$ cat src/rtl/acc_core_pkg.sv
// Shared opcode values, state encoding and small decode helpers for the
// accumulator core family.
package acc_core_pkg;

    localparam int OP_W = 4;

    localparam logic [OP_W-1:0] OP_NOP   = 4'h0;
    localparam logic [OP_W-1:0] OP_HALT  = 4'h1;
    localparam logic [OP_W-1:0] OP_LDI   = 4'h2;
    localparam logic [OP_W-1:0] OP_LDM   = 4'h3;
    localparam logic [OP_W-1:0] OP_STM   = 4'h4;
    localparam logic [OP_W-1:0] OP_MVAR  = 4'h5;
    localparam logic [OP_W-1:0] OP_MVRG  = 4'h6;
    localparam logic [OP_W-1:0] OP_MVGA  = 4'h7;
    localparam logic [OP_W-1:0] OP_ADD   = 4'h8;
    localparam logic [OP_W-1:0] OP_SUB   = 4'h9;
    localparam logic [OP_W-1:0] OP_MUL   = 4'hA;
    localparam logic [OP_W-1:0] OP_INC   = 4'hB;
    localparam logic [OP_W-1:0] OP_JMP   = 4'hC;
    localparam logic [OP_W-1:0] OP_JZ    = 4'hD;
    localparam logic [OP_W-1:0] OP_LDCID = 4'hE;

    typedef enum logic [2:0] {
        ST_IDLE    = 3'd0,
        ST_FETCH   = 3'd1,
        ST_LOAD_IR = 3'd2,
        ST_EXEC    = 3'd3,
        ST_MEM     = 3'd4,
        ST_MEM_RD  = 3'd5,
        ST_HALT    = 3'd6
    } state_t;

    // Only the arithmetic group (ADD..INC) updates the zero flag.
    function automatic logic is_alu_op(input logic [OP_W-1:0] op);
        return (op >= OP_ADD) && (op <= OP_INC);
    endfunction

endpackage

$ cat src/rtl/acc_core_regfile.sv
// General-purpose register file: one synchronous write port, one
// combinational read port, all entries cleared by reset.
module acc_core_regfile #(
    parameter int DATA_W  = 16,
    parameter int NUM_GPR = 4,
    parameter int IDX_W   = 2
) (
    input  logic              clk,
    input  logic              rst_n,
    input  logic              we,
    input  logic [IDX_W-1:0]  waddr,
    input  logic [DATA_W-1:0] wdata,
    input  logic [IDX_W-1:0]  raddr,
    output logic [DATA_W-1:0] rdata
);

    logic [DATA_W-1:0] regs_r [NUM_GPR];

    // Register storage with synchronous clear.
    always_ff @(posedge clk) begin
        if (!rst_n) begin
            for (int i = 0; i < NUM_GPR; i++) begin
                regs_r[i] <= '0;
            end
        end else if (we) begin
            regs_r[waddr] <= wdata;
        end
    end

    assign rdata = regs_r[raddr];

endmodule

$ cat src/rtl/acc_core_v2.sv
// Multi-cycle accumulator core with a req/gnt/rvalid data-memory port so
// several cores can share one data memory behind an arbiter.
module acc_core_v2
    import acc_core_pkg::*;
#(
    parameter int CID     = 0,
    parameter int DATA_W  = 16,
    parameter int NUM_GPR = 4,
    parameter int PC_W    = 8
) (
    input  logic              clk,
    input  logic              rst_n,
    input  logic              start,
    output logic [PC_W-1:0]   im_addr,
    output logic              im_en,
    input  logic [DATA_W-1:0] im_rdata,
    output logic              dm_req,
    output logic              dm_we,
    output logic [DATA_W-1:0] dm_addr,
    output logic [DATA_W-1:0] dm_wdata,
    input  logic              dm_gnt,
    input  logic              dm_rvalid,
    input  logic [DATA_W-1:0] dm_rdata,
    output logic              done
);

    localparam int IDX_W = (NUM_GPR > 1) ? $clog2(NUM_GPR) : 1;

    state_t              state_r, next_state_s;
    logic [PC_W-1:0]     pc_r;
    logic [DATA_W-1:0]   ir_r, ac_r, ar_r;
    logic                z_r;
    logic                im_en_r, dm_req_r, dm_we_r, done_r;

    logic [OP_W-1:0]     op_s;
    logic [DATA_W-1:0]   imm_s, alu_s, gpr_rdata_s;
    logic [IDX_W-1:0]    gpr_idx_s;
    logic [PC_W-1:0]     jump_tgt_s;
    logic                gpr_we_s;

    assign op_s       = ir_r[DATA_W-1 -: OP_W];
    assign imm_s      = DATA_W'(ir_r[DATA_W-OP_W-1:0]);
    assign gpr_idx_s  = IDX_W'({1'b0, ir_r[2:0]} % 4'(NUM_GPR));
    assign jump_tgt_s = PC_W'(imm_s);
    assign gpr_we_s   = (state_r == ST_EXEC) && (op_s == OP_MVRG);

    acc_core_regfile #(
        .DATA_W  (DATA_W),
        .NUM_GPR (NUM_GPR),
        .IDX_W   (IDX_W)
    ) u_regfile (
        .clk   (clk),
        .rst_n (rst_n),
        .we    (gpr_we_s),
        .waddr (gpr_idx_s),
        .wdata (ac_r),
        .raddr (gpr_idx_s),
        .rdata (gpr_rdata_s)
    );

    // Arithmetic unit; results wrap modulo 2^DATA_W.
    always_comb begin
        alu_s = ac_r;
        case (op_s)
            OP_ADD:  alu_s = ac_r + gpr_rdata_s;
            OP_SUB:  alu_s = ac_r - gpr_rdata_s;
            OP_MUL:  alu_s = ac_r * gpr_rdata_s;
            OP_INC:  alu_s = ac_r + DATA_W'(1);
            default: alu_s = ac_r;
        endcase
    end

    // Next-state logic; the memory states wait indefinitely on the arbiter.
    always_comb begin
        next_state_s = state_r;
        case (state_r)
            ST_IDLE, ST_HALT: begin
                if (start) next_state_s = ST_FETCH;
                else       next_state_s = state_r;
            end
            ST_FETCH:   next_state_s = ST_LOAD_IR;
            ST_LOAD_IR: next_state_s = ST_EXEC;
            ST_EXEC: begin
                case (op_s)
                    OP_HALT:        next_state_s = ST_HALT;
                    OP_LDM, OP_STM: next_state_s = ST_MEM;
                    default:        next_state_s = ST_FETCH;
                endcase
            end
            ST_MEM: begin
                if (dm_gnt) begin
                    if (op_s == OP_STM) next_state_s = ST_FETCH;
                    else                next_state_s = ST_MEM_RD;
                end else begin
                    next_state_s = ST_MEM;
                end
            end
            ST_MEM_RD: begin
                if (dm_rvalid) next_state_s = ST_FETCH;
                else           next_state_s = ST_MEM_RD;
            end
            default: next_state_s = ST_IDLE;
        endcase
    end

    // State register; strobes are registered from the next state so they
    // line up with the state they belong to.
    always_ff @(posedge clk) begin
        if (!rst_n) begin
            state_r  <= ST_IDLE;
            im_en_r  <= 1'b0;
            dm_req_r <= 1'b0;
            dm_we_r  <= 1'b0;
            done_r   <= 1'b0;
        end else begin
            state_r  <= next_state_s;
            im_en_r  <= (next_state_s == ST_FETCH);
            dm_req_r <= (next_state_s == ST_MEM);
            dm_we_r  <= (next_state_s == ST_MEM) && (op_s == OP_STM);
            done_r   <= (next_state_s == ST_HALT);
        end
    end

    // Architectural registers; a taken jump overwrites the earlier PC increment.
    always_ff @(posedge clk) begin
        if (!rst_n) begin
            pc_r <= '0;
            ir_r <= '0;
            ac_r <= '0;
            ar_r <= '0;
            z_r  <= 1'b0;
        end else begin
            case (state_r)
                ST_IDLE, ST_HALT: begin
                    if (start) pc_r <= '0;
                end
                ST_LOAD_IR: begin
                    ir_r <= im_rdata;
                    pc_r <= pc_r + PC_W'(1);
                end
                ST_EXEC: begin
                    case (op_s)
                        OP_LDI:   ac_r <= imm_s;
                        OP_MVAR:  ar_r <= ac_r;
                        OP_MVGA:  ac_r <= gpr_rdata_s;
                        OP_JMP:   pc_r <= jump_tgt_s;
                        OP_JZ:    if (z_r) pc_r <= jump_tgt_s;
                        OP_LDCID: ac_r <= DATA_W'(CID);
                        default: begin
                            if (is_alu_op(op_s)) begin
                                ac_r <= alu_s;
                                z_r  <= (alu_s == '0);
                            end
                        end
                    endcase
                end
                ST_MEM_RD: begin
                    if (dm_rvalid) ac_r <= dm_rdata;
                end
                default: ;
            endcase
        end
    end

    assign im_addr  = pc_r;
    assign im_en    = im_en_r;
    assign dm_req   = dm_req_r;
    assign dm_we    = dm_we_r;
    assign dm_addr  = ar_r;
    assign dm_wdata = ac_r;
    assign done     = done_r;

endmodule
$ cat config.mk
export PLATFORM = sky130hd
export DESIGN_NAME = acc_core_v2
export DESIGN_NICKNAME = d
export VERILOG_FILES = /design/src/rtl/acc_core_pkg.sv /design/src/rtl/acc_core_regfile.sv /design/src/rtl/acc_core_v2.sv
export SDC_FILE = /design/constraint.sdc
export NUM_CORES = 1
export LEC_CHECK = 0
export CAP_MARGIN = 20
export CORE_MARGIN = 2
export CORE_UTILIZATION = 49
export DETAILED_ROUTE_END_ITERATION = 10
export PLACE_DENSITY_LB_ADDON = 0.15
export SLEW_MARGIN = 0
export SYNTH_ARGS = -nofsm -noshare
export SYNTH_HDL_FRONTEND = slang
export SYNTH_HIERARCHICAL = 1
export SYNTH_SLANG_ARGS = --single-unit
$ cat constraint.sdc
create_clock -name clk -period 7.77 [get_ports clk]
set_input_delay 1.1655 -clock clk [delete_from_list [all_inputs] [get_ports clk]]
set_output_delay 1.1655 -clock clk [all_outputs]
set_load 0.02 [all_outputs]
Word-level counts from Yosys, hierarchy flattened:

Memory sizes are Yosys's and may differ from the RTL's. A register that Yosys moved wholly into a read port is not among the register bits.
Index checks and enable logic that the tools add are counted.

* register bits after elaboration: 64
* memory bits (writable): 64
* input port bits: 37
* output and inout port bits: 44
* word-level logic and storage cells: 88
* memories kept: 1

Memories
* u_regfile.regs_r: depth 4, width 16, rd ports 1, clocked after memory_dff 1, wr ports 4, line acc_core_regfile.sv:17 `logic [DATA_W-1:0] regs_r [NUM_GPR];`

* add/sub/neg operators: 4
* multiply operators: 1
* magnitude comparators: 2
* equal/unequal tests: 29
* multiplexer cells: 24
* bitwise gates (word level): 1
* reduce and logical (&&, ||, !) cells: 16

Operators with widths (count)
* 16-bit case mux with 4 select lines: 2
* 16-bit 2-to-1 mux: 3
* 16-bit case mux with 2 select lines: 1
* 4-bit equality test (second input constant): 7
* 8-bit case mux with 3 select lines: 1
* 3-bit case mux with 6 select lines: 1
* 16-bit by 1-bit adder with 16-bit output (second input constant): 1
* 16-bit adder: 1
* 4-bit by 3-bit equality test with 1-bit output (second input constant): 4
* 16-bit logical NOT: 1
* 16-bit by 16-bit multiplier with 16-bit output: 1
* 8-bit 2-to-1 mux: 2
* 8-bit case mux with 2 select lines: 1
* 16-bit OR reduction: 1
* 16-bit subtractor: 1
* 3-bit equality test (second input constant): 5
* 3-bit 2-to-1 mux: 4
* 8-bit by 1-bit adder with 8-bit output (second input constant): 1
* 4-bit by 2-bit equality test with 1-bit output (second input constant): 2
* 4-bit AND reduction: 2
* 3-bit by 1-bit equality test with 1-bit output (second input constant): 2
* 3-bit by 2-bit equality test with 1-bit output (second input constant): 2
* 2-bit 2-to-1 mux: 3
* 2-bit inequality test (second input constant): 3
* 18 further kinds: 25

Longest topological paths before layout:

* word-level depth: 7
* gate-level depth with buffers: 26
* depth with buffers taken out: 23

Cells and area by module:

The synthesis kept the hierarchy.

Modules (own cells, without submodules)
* acc_core_v2: times used 1, cells each 1107, area an instance 8475.6 um2, sequential area each 1281.2 um2
* acc_core_regfile: times used 1, cells each 166, area an instance 2849.0 um2, sequential area each 1921.8 um2

Worst setup path before layout:

No wires, ideal clock.

* path type: reg-to-reg
* start: register ir_r[0] (netlist name)
* end: register ac_r[15], in the netlist dm_wdata[15]
* setup time: 0.137 ns
* arrival time: 6.662 ns
* data required time: 7.633 ns
* setup slack: 0.971 ns
* cell stages (with the launch flop): 25
* path buffers: 3
* period minus slack after synthesis: 6.799 ns
* cell sequence: dfxtp_1 > buf_6 > mux4_1 > clkbuf_1 > clkbuf_1 > and2_1 > fa_1 > inv_1 > fa_1 > fa_1 > fa_1 > inv_1 > fa_1 > inv_1 > fa_1 > inv_1 > ha_1 > a21o_1 > a211o_1 > o21a_1 > a21oi_1 > o21bai_1 > xnor2_1 > a2111oi_2 > o22ai_1

RTL lines
* end signal: assignment: line acc_core_v2.sv:143 `OP_LDI: ac_r <= imm_s;`
* end signal: assignment: line acc_core_v2.sv:145 `OP_MVGA: ac_r <= gpr_rdata_s;`
* end signal: assignment: line acc_core_v2.sv:148 `OP_LDCID: ac_r <= DATA_W'(CID);`
* end: declaration: line acc_core_v2.sv:31 `logic [DATA_W-1:0] ir_r, ac_r, ar_r;`

==> out/results.tsv <==
stage	metric	value	unit
clocking	clock_path_buffers	2	
synthesis	synth_nets	1457	
route	wl_met1	14800	um
synthesis	synth_seq_cells	128	
route	top_layer_used	met4	
critical_path	crit_arrival	7.59	ns
placement	io_buffer_count	80	
critical_path	reg2regPathDepth	23	
route	drc	0	
clocking	clk_latency	0.42	ns
floorplan	die_y	156	um
placement	gp_congestion	1.00	
global_routing	grt_pass1_wl	55000	um
final_layout	finalNetCount	1512	
synthesis	synth_top_area_frac	0.170	
route	vias	9716	
synthesis	synth-edff-count	64	
synthesis	synthTopCellsByArea	edfxtp_1 17%, fa_1 14%, dfxtp_1 11%	
power	p_per_area	138	nW/um^2
final_layout	antenna_cells	0	
global_routing	grt.total_usage	0.296	
sta	fmax	0.138	GHz
min_path	hp-class	reg -> reg	
sta	slew_viol_final	0	
critical_path	end_kind	flip-flop	
sta	worst_pin_slew	1.12	ns
synthesis	syn_inst	1273	
floorplan	initial_core_util	0.500	
global_routing	antenna_found_initial	0	
synthesis	async_reset_ff_frac	0	
sta	finalClockSkew	0.00842	ns
sta	period_needed	7.25	ns
global_routing	grt_pass1_vias	9443	
final_layout	fillers	2052	
critical_path	cp_num_buf_inv	5	
floorplan	core_area	22600	sq um
critical_path	timing.rr.start	ir_r[0]	
clocking	cts_tree	built	
critical_path	path_class	reg -> reg	
synthesis	ys.flop_type	edfxtp_1	
route	drt_iter0_markers	964	
clocking	clkSlewWorstSetupHoldPaths	0.06	ns
synthesis	ys_types	76	
placement	hpwl	25800	um
route	routedWlPerCell	21.7	um
critical_path	cp_top_family	adder cells	
route	vias_per_cell	5.98	
floorplan	ioPinCount	81	
power	clkPwrFrac	0.437	
floorplan	dieArea	24300	sq um
power	power.share.sequential	0.422	
global_routing	overflow	0	
sta	relSlewSlack	0.250	
run_status	outcome	finished, final reports clean	
final_layout	fin_area	12900	sq um
clocking	h-tree-depth	4	
power	p_leak	5.29	nW
placement	placed_area	12400	sq um
sta	fin_crit_sh	0.933	
clocking	cts_hold_buf	0	
synthesis	ys_warn_count	6	
final_layout	areaGrowthSynthToFinish	14.1	%
floorplan	die_x	156	um
power	ir_drop	0.158	mV
critical_path	slowest_delay	0.80	ns
sta	finalHoldViolCount	0	
clocking	post_cts_resized	0	
power	p_int	1.27	mW
synthesis	syn_area	11300	sq um
min_path	hp-start	dm_addr[5]	
critical_path	worstPathMaxFanout	11	
route	wl_met2	16200	um
route	ant_nets	0	
synthesis	yosys.area.top_type	edfxtp_1	
sta	tns	0	ns
synthesis	seq_area_frac_synth	0.283	
route	dr.pass1.iters	6	
sta	setup_viol	0	
power	comb_power_share	0.141	
clocking	cts_root_buf	clkbuf_16	
run	drv_cap	0	
critical_path	path_depth	23	
clocking	cts_buffers	17	
power	p_sw_frac	0.287	
route	drt_wl_total	35300	um
clocking	cts_setup_buffers	0	
global_routing	grt_max_degree	55	
critical_path	worstPathCellList	mux4_1, buf_4, and2_1, fa_1, inv_1, fa_1, inv_1, fa_1, fa_1, fa_1, inv_1, fa_1, inv_1, ha_1, nand2_1, o21ai_0, a21oi_1, a211oi_1, xnor2_1, nand2_1, o221ai_1, or3_1, a41oi_1	
synthesis	post_synth.cell_area_avg	8.90	sq um
power	switching_power	511	uW
min_path	worstHoldPathCells	2	
critical_path	slowest_stage	mux4_1	
critical_path	cp-startpoint	ir_r[0]	
route	met3WireLength	3360	um
critical_path	path_common_cell	fa_1	
clocking	cts.sinks	128	
floorplan	rows	55	
power	p_total	1.78	mW
sta	rsz0062_at_grt	false	
critical_path	worstPathRequired	8.10	ns
final_layout	layout-drive-gt1-share	0.0679	
critical_path	cp-start-kind	flip-flop	
-- worst register-to-register path, cell delays in order, from the launching register on --
cell	delay, ns
dfxtp_1	0.74
mux4_1	0.80
buf_4	0.25
and2_1	0.18
fa_1	0.53
inv_1	0.05
fa_1	0.47
inv_1	0.05
fa_1	0.47
fa_1	0.51
fa_1	0.49
inv_1	0.05
fa_1	0.47
inv_1	0.05
ha_1	0.34
nand2_1	0.06
o21ai_0	0.31
a21oi_1	0.13
a211oi_1	0.32
xnor2_1	0.15
nand2_1	0.09
o221ai_1	0.13
or3_1	0.34
a41oi_1	0.19
-- cell usage after synthesis, types with 4 or more instances --
library cell / n
a31oi_1: 5
nor4_1: 5
a211o_1: 4
nor3_1: 27
dfxtp_1: 64
nor3b_1: 4
nor2b_1: 9
xor2_1: 10
o21a_1: 5
a221o_1: 5
nand3_1: 16
ha_1: 66
nand2b_1: 15
o22ai_1: 4
o211ai_1: 17
a211oi_1: 6
and2_1: 123
a21oi_1: 89
o31ai_1: 5
inv_1: 121
fa_1: 81
buf_2: 13
nand2_1: 189
a22oi_1: 6
a221oi_1: 6
o21ai_0: 45
buf_6: 4
o21ai_1: 5
mux2i_1: 7
mux4_1: 6
nor2_1: 59
mux4_2: 10
buf_4: 5
and3_1: 21
clkbuf_1: 47
xnor2_1: 31
or3_1: 4
nand4_1: 5
a21o_1: 5
edfxtp_1: 64
-- final cells by class --
| type | count | area (sq um) | area share |
|---|---|---|---|
| Inverter | 122 | 458 | 0.0354 |
| Sequential cell | 128 | 3200 | 0.248 |
| Tap cell | 285 | 357 | 0.0276 |
| Timing Repair Buffer | 112 | 1040 | 0.0806 |
| Clock buffer | 18 | 429 | 0.0332 |
| Clock inverter | 14 | 143 | 0.0110 |
| Multi-Input combinational cell | 947 | 7290 | 0.564 |
-- per-stage QoR --
stage,hold WS (ns),worst slack [ns],utilization,std cells
final,0.452,0.517,0.571,1626
after global routing,0.472,0.185,0.571,1626
after CTS,0.455,0.528,0.571,1626
after detailed placement,0.449,0.547,0.546,1594
after global placement,0.441,0.661,0.545,1593
after floorplan,0.436,0.971,-,1273
-- worst paths after layout --
kind	end	slack [ns]
hold reg to reg	dm_addr[5]	0.45
setup / recovery	dm_wdata[14]	0.52
setup reg to reg	dm_wdata[14]	0.52
hold / removal	dm_addr[5]	0.45
-- cells by family after synthesis --
logic type / count (synthesis) / share of synthesized area
flops: 128 / 0.283
simple gates: 492 / 0.215
buf+inv: 198 / 0.0731
mux: 24 / 0.0412
fa+ha+maj: 147 / 0.216
xor+xnor: 43 / 0.0346
compound gates: 241 / 0.137
-- registers in the layout, indices dropped and copies added (netlist names) --
name and flops:
im_en 1, dm_addr 16, state_r 3, done 1
u_regfile/regs_r 64, im_addr 8, dm_we 1, ir_r 16
dm_wdata 16, dm_req 1, z_r 1
-- power by group through the flow --
stage          clock, mW  sequential, mW  combinational [mW]
2_1_floorplan          0           0.754               0.163
3_3_place_gp           0           0.764               0.243
3_5_place_dp           0           0.764               0.245
4_1_cts            0.784           0.750               0.246
5_1_grt            0.811           0.753               0.271
6_report           0.777           0.750               0.251
-- metal layers --
layer / track usage / up-vias
li1: - / 4442
met1: 0.403 / 4722
met2: 0.474 / 485
met3: 0.0622 / 67
met4: 0.0961 / 0
met5: 0 / -
-- cell usage in the layout, fill, tap and decap left out, drive strengths merged, types with 60 or more instances in the layout --
cell | netlist | routed
nand2 | 191 | 191
inv | 122 | 131
and2 | 123 | 123
a21oi | 89 | 89
fa | 81 | 81
clkdlybuf4s50 | 0 | 80
ha | 66 | 66
dfxtp | 64 | 64
edfxtp | 64 | 64
nor2 | 60 | 60
(Power assumes the default switching activity.)
==> patch: new RTL, same flow settings <==
`OP_W`: 4 -> 6.
--- a/src/rtl/acc_core_pkg.sv
+++ b/src/rtl/acc_core_pkg.sv
@@ -2,7 +2,7 @@
 // accumulator core family.
 package acc_core_pkg;
 
-    localparam int OP_W = 4;
+    localparam int OP_W = 6;
 
     localparam logic [OP_W-1:0] OP_NOP   = 4'h0;
     localparam logic [OP_W-1:0] OP_HALT  = 4'h1;
Formal check against the unedited RTL: not equivalent (Yosys sat finds a counterexample within 10 cycles, from zero or initial values and one cycle with rst_n low).
==> patch against the unedited design <==
- sequential power about the same
- setup slack better by 0.14 ns
- combinational power decreased by 7%
- design area up 2.6%
- synthesized cell count rose by 2.2%
- routed wire length shrank 3.6%
- die area is 2.1% higher
- critical path depth shrank 2
- sequential cell count unchanged
- via count fell by 1.0%
- clock skew increased by 0.0016 ns
- hold slack better by 0.012 ns
- area after synthesis rose by 2.1%
- total power increased by 4.4%
- critical endpoint is now dm_wdata[11]
- largest cell class unchanged
==> patch: results <==
[clock_tree]
cts_resized = 0
cts_buffer_depth = 2
root_buffer = clkbuf_16
path_clk_slew_ns = 0.06
post_cts_buffers = 0
cts_buffers = 17
h-tree-depth = 4

[worst_setup_path]
regToRegSetupSlack_ns = 0.66
reg2regPathDepth = 21
max_stage_delay_ns = 0.81
cp.arrival_ns = 7.41
r2r-start = ir_r[0]
path_max_fanout = 11
crit_path_end = dm_wdata[11]
crit_type = reg2reg

[placement]
globalplace.congestion = 0.9320
dpl-instance-area_um2 = 12610
place_ws_ns = 0.7168
hpwl_um = 24260
dp.cells = 1642

[yosys]
synth_cell_type_count = 75
ys_top_cells_by_area = edfxtp_1 17%, fa_1 14%, dfxtp_1 11%, ha_1 7.1%, and2_1 6.5%
synth-edff-count = 64
synthArstFlopShare_pct = 0
ys.warnings.count = 6
synth_nets = 1485
synth_ff_type = edfxtp_1
synth_seq_area_share_pct = 27.69
synth_common_cells = 199 x nand2_1, 127 x inv_1, 120 x and2_1
syn_inst = 1301

[routing]
firstDrtPassIters = 6
drt-initial-drc-count = 1022
via_per_inst = 5.743
routed_wirelength_um = 34020
wl_per_cell_um = 20.32

[sta]
skew_ns = 0.009969
final_max_slew_viol_count = 0
tightest_slew_ns = 0.9529
fin_crit_ns = 7.109
holdWs_ns = 0.4637

[final_layout]
n_antenna_cell = 0
largest_register_ffs = 64
drive_gt1_share_pct = 6.421
regMostFlops = u_regfile/regs_r

[grt]
grt_pass1_vias = 9377
grt_max_degree = 45
antenna_found_initial = 1
grt_pass1_wl_um = 52900
track_usage_pct = 28.22

[min_path]
hold_path.class = reg2reg
min_from = dm_addr[6]

[pwr]
p_leak_uw = 0.005419
ir_worst_vdd_v = 0.0001752

[run_status]
outcome = complete, no violations
patch: changes by cell type after synthesis, sizes merged, moves of 6 or more:
| cell | before | now |
|---|---|---|
| a211oi | 6 | 13 |
| clkbuf | 50 | 73 |
| nand2 | 191 | 199 |
| a21boi | 0 | 38 |
| buf | 26 | 14 |
| a21oi | 89 | 39 |
| a31oi | 5 | 12 |
| nor2b | 9 | 15 |
patch: metal layers:
metal | up-vias | GRT usage [%] | part of all wire, %
met3 | 74 | 5.229 | 7.9
met1 | 4627 | 38.20 | 43
li1 | 4501 | - | -
met4 | 2 | 9.264 | 2.8
met2 | 410 | 45.84 | 46
met5 | - | 0 | 0.041
patch: worst min-delay path by stage:
stage,endpoint,cells past startpoint
finish,dm_addr[6],2
global route,dm_addr[2],2
CTS,dm_addr[14],2
detailed placement,dm_addr[11],2
global placement,dm_addr[12],2
floorplan,ir_r[8],2
patch: layout make-up:
type | instances | area (µm²)
flip-flops and latches | 128 | 3203
repair buffers | 109 | 1013
multi-input cells | 959 | 7522
inverters | 127 | 476.7
fillers | 2119 | 10070
clock inverters | 15 | 222.7
well taps | 319 | 399.1
clock buffers | 17 | 425.4
patch: cell families (layout without fill, tap and decap cells):
kind of cell,Yosys count,count (layout),share of synthesized area [%]
AOI/OAI and AO/OA,234,234,13.81
muxes,30,30,4.554
buffers and inverters,214,268,7.324
and+or+nand+nor,503,503,21.93
DFF,128,128,27.69
xor gates and xnor gates,45,45,3.527
adders and majority gates,147,147,21.16
patch: report_power, final:
part / switching [µW] / total, µW / internal (µW)
Combinational: 146 / 234 / 87.6
Clock: 326 / 875 / 549
Sequential: 20.3 / 747 / 727
Total: 492 / 1860 / 1360
